<file path="src/rtl/gtfmac_vnc_sat_cnt.sv">
//==============================================================================
// Module : gtfmac_vnc_sat_cnt
// Desc   : Saturating up-counter with synchronous clear (clear beats increment).
// Rev    : 1.0
//==============================================================================
`default_nettype none

module gtfmac_vnc_sat_cnt #(
    parameter int WIDTH = 32
) (
    input  logic             clk,
    input  logic             rst,
    input  logic             inc,
    input  logic             clr,
    output logic [WIDTH-1:0] cnt
);

    logic [WIDTH-1:0] r_cnt;

    always_ff @(posedge clk) begin
        if (rst || clr) begin
            r_cnt <= '0;
        end else if (inc && (r_cnt != {WIDTH{1'b1}})) begin
            r_cnt <= r_cnt + 1'b1;
        end
    end

    assign cnt = r_cnt;

endmodule

`default_nettype wire

</file>
<file path="config.mk">
export PLATFORM = sky130hd
export DESIGN_NAME = gtfmac_vnc_sat_cnt
export DESIGN_NICKNAME = d
export VERILOG_FILES = /design/src/rtl/gtfmac_vnc_sat_cnt.sv
export SDC_FILE = /design/constraint.sdc
export NUM_CORES = 1
export LEC_CHECK = 0
export ABC_CLOCK_PERIOD_IN_PS = 2200
export CORE_MARGIN = 2
export CORE_UTILIZATION = 45
export CTS_CLUSTER_DIAMETER = 60
export DETAILED_ROUTE_END_ITERATION = 10
export PLACE_DENSITY = 0.72
export SLEW_MARGIN = 30
export SYNTH_ARGS = -nofsm -noshare
export SYNTH_HDL_FRONTEND = slang
export SYNTH_SLANG_ARGS = --single-unit
</file>
<file path="constraint.sdc">
create_clock -name clk -period 2.2 [get_ports clk]
set_input_delay 0.44 -clock clk [delete_from_list [all_inputs] [get_ports clk]]
set_output_delay 0.44 -clock clk [all_outputs]
set_load 0.01 [all_outputs]
</file>
==> reports/results.ini <==
[outcome]
status=complete, no violations

[timing]
period_share_pct=92.0
hold_viol_final=0
skew_ns=0.00510
tightest_slew_ns=0.678
fmaxAchievable_ghz=0.494
rsz0062_at_grt=false
setup_tns_ns=0
slew-limit-headroom_pct=54.8
slew_violations=0
fin_crit_ns=2.02
setup_viol=0

[synthesis]
syn_nets=194
syn_area_um2=1680
synth_area_per_cell_um2=8.90
yosysTopAreaCell=dfxtp_1
synth-seq-area-share_pct=38.1
synth_top_area_share_pct=38.1
synth_cell_types=36
ys_seq_elements=32
synth_area_leaders=dfxtp_1, a21oi_1, or3_1
syn_inst=189
synth_warnings=0

[critical_path]
reg2reg_to=cnt[28]
r2r_start=cnt[1]
cp_max_fo=7
crit_path_start=cnt[1]
crit_required_ns=2.41
critPathCapture=cnt[28]
startpoint_type=flip-flop
max_stage_delay_ns=0.43
r2r_slack_ns=0.18
crit_chain=ha_1 > and3_2 > and4_1 > o311ai_1 > or3_1 > a21oi_1
ff2ff_path_depth=6
path_class=reg2reg
cpMaxStageDelayCell=dfxtp_1
arrival_ns=2.23
worst-path-buf-inv=0
cp_top_family=simple AND/OR/NAND/NOR gates
endpoint_kind=flip-flop
cp_num_cells=6

[power_and_ir_drop]
ir_drop_v=0.000287
switchingPower_w=0.000246
pwr-share-clk_pct=47.2
intPower_w=0.000933
seq_power_share_pct=49.3
swShare_pct=20.8
p_comb_share_pct=3.4
cellLeakagePower_nw=0.640
cellPowerDensity_nw_per_um2=528

[layout]
nets=238
final_common_cell=clkdlybuf4s50_1
postLayoutCoreUtil_pct=61.5
largest_register_ffs=32
drive_above_1_share_pct=18.4
synthToLayoutAreaGrowth_pct=32.9
diodes=0
n_fill_cell=334
mostFrequentLayoutCells=clkdlybuf4s50_1, dfxtp_1, a21oi_1

[floorplan]
die_w_um=65.1
io_pins=36
dieHeight_um=65.1
die-area_um2=4240
start_util_pct=46.3
core_area_um2=3630
core.rowCount=22

[cts]
ctsHtreeMaxLevel=2
path_clk_slew_ns=0.07
clock_sinks=32
cts_buffers=5
cts_tree=done
cts_root_buf=clkbuf_8
hold_buffers=0
cts.path.max_buffers=2
clk_latency_ns=0.28
cts_resized=0

[placement]
port_buffers=35
gp_congestion=0.866
dp_hpwl_um=2810

[detailed_routing]
drc=0
dr_wl_met3_um=155
wl_met1_um=1820
drtAntennaViolNets=0
drt_iter0_drc=133
wl_per_cell_um=14.5
wl_met2_um=2040
top_layer=met4
vias=1680
wirelength_um=4100
first_pass_iters=4
via_per_inst=5.96

[grt]
antenna_found_initial=0
grt_use_total_pct=21.6
grt_pass1_vias=1567
grt_max_degree=33
grt-ovfl-total=0
grt_first_pass_wirelength_um=7180

[flow_run]
cap_viol_max_count=0

[hold_path]
hold_class=reg2reg

## routing by layer
layer  global-route usage, %  vias to the layer above
met1                    26.3                      808
met2                    37.0                       47
li1                        -                      815
met4                    8.59                        0
met5                       0                        -
met3                    4.79                       10
## final cells by class
type	count	area [um^2]	area share, %
multi-input cells	145	961	43.0
flip-flops and latches	32	641	28.7
repair buffers	45	450	20.2
clock buffers	6	72.6	3.25
well taps	48	60.1	2.69
clock inverters	2	35.0	1.57
inverters	4	15.0	0.672
## worst min-delay path: stages, from the launching register on
cell     delay [ns]
dfxtp_1        0.33
o21ai_0        0.07
a21oi_1        0.06
## synthesized netlist by cell type (all sizes together)
library cell,n
dfxtp,32
a21oi,29
o21ai,19
or3,19
nand2,14
nand3,11
o31ai,11
or4,10
nand4,9
and4,7
buf,4
inv,4
nor2,4
and3,3
clkbuf,3
o311ai,2
or2,2
and2,1
dlygate4sd1,1
ha,1
mux2i,1
xnor2,1
xor2,1
## through the flow
stage               total power [W]  instance area (um^2)  hold slack, ns  setup WS, ns  cells
floorplan                  0.000619                  1680           0.508         0.256    189
global placement           0.000633                  2110           0.481         0.177    273
detailed placement         0.000635                  2110           0.499         0.123    273
CTS                         0.00119                  2210           0.509         0.169    281
global route                0.00122                  2230           0.543        0.0542    282
finish                      0.00118                  2230           0.512         0.175    282
## power groups by stage
stage,combinational (W),clock [W],sequential (W)
CTS,0.0000407,0.000572,0.000581
global placement,0.0000385,0,0.000594
finish,0.0000406,0.000557,0.000582
floorplan,0.0000228,0,0.000596
global route,0.0000431,0.000600,0.000581
detailed placement,0.0000402,0,0.000595
## timing repair
action,CTS,global route
hold endpoints to repair,0,0
setup buffers,0,1
setup endpoints to repair,0,2
## worst min-delay path by stage
stage                     slack [ns]       to    start  cells past startpoint
final                           0.51  cnt[15]  cnt[15]                      2
after global routing            0.54  cnt[27]  cnt[27]                      2
after CTS                       0.51  cnt[15]  cnt[15]                      2
after detailed placement        0.50  cnt[15]  cnt[15]                      2
after global placement          0.48  cnt[30]  cnt[30]                      2
after floorplan                 0.51   cnt[7]   cnt[7]                      2
## cells by family after synthesis
kind of cell | Yosys count | synth area share [%]
and+or+nand+nor | 80 | 30.1
muxes | 1 | 0.595
DFF | 32 | 38.1
xor gates and xnor gates | 2 | 1.04
adders and majority gates | 1 | 0.744
buffers and inverters | 12 | 4.76
AOI/OAI and AO/OA | 61 | 24.7
(Power assumes the default switching activity.)
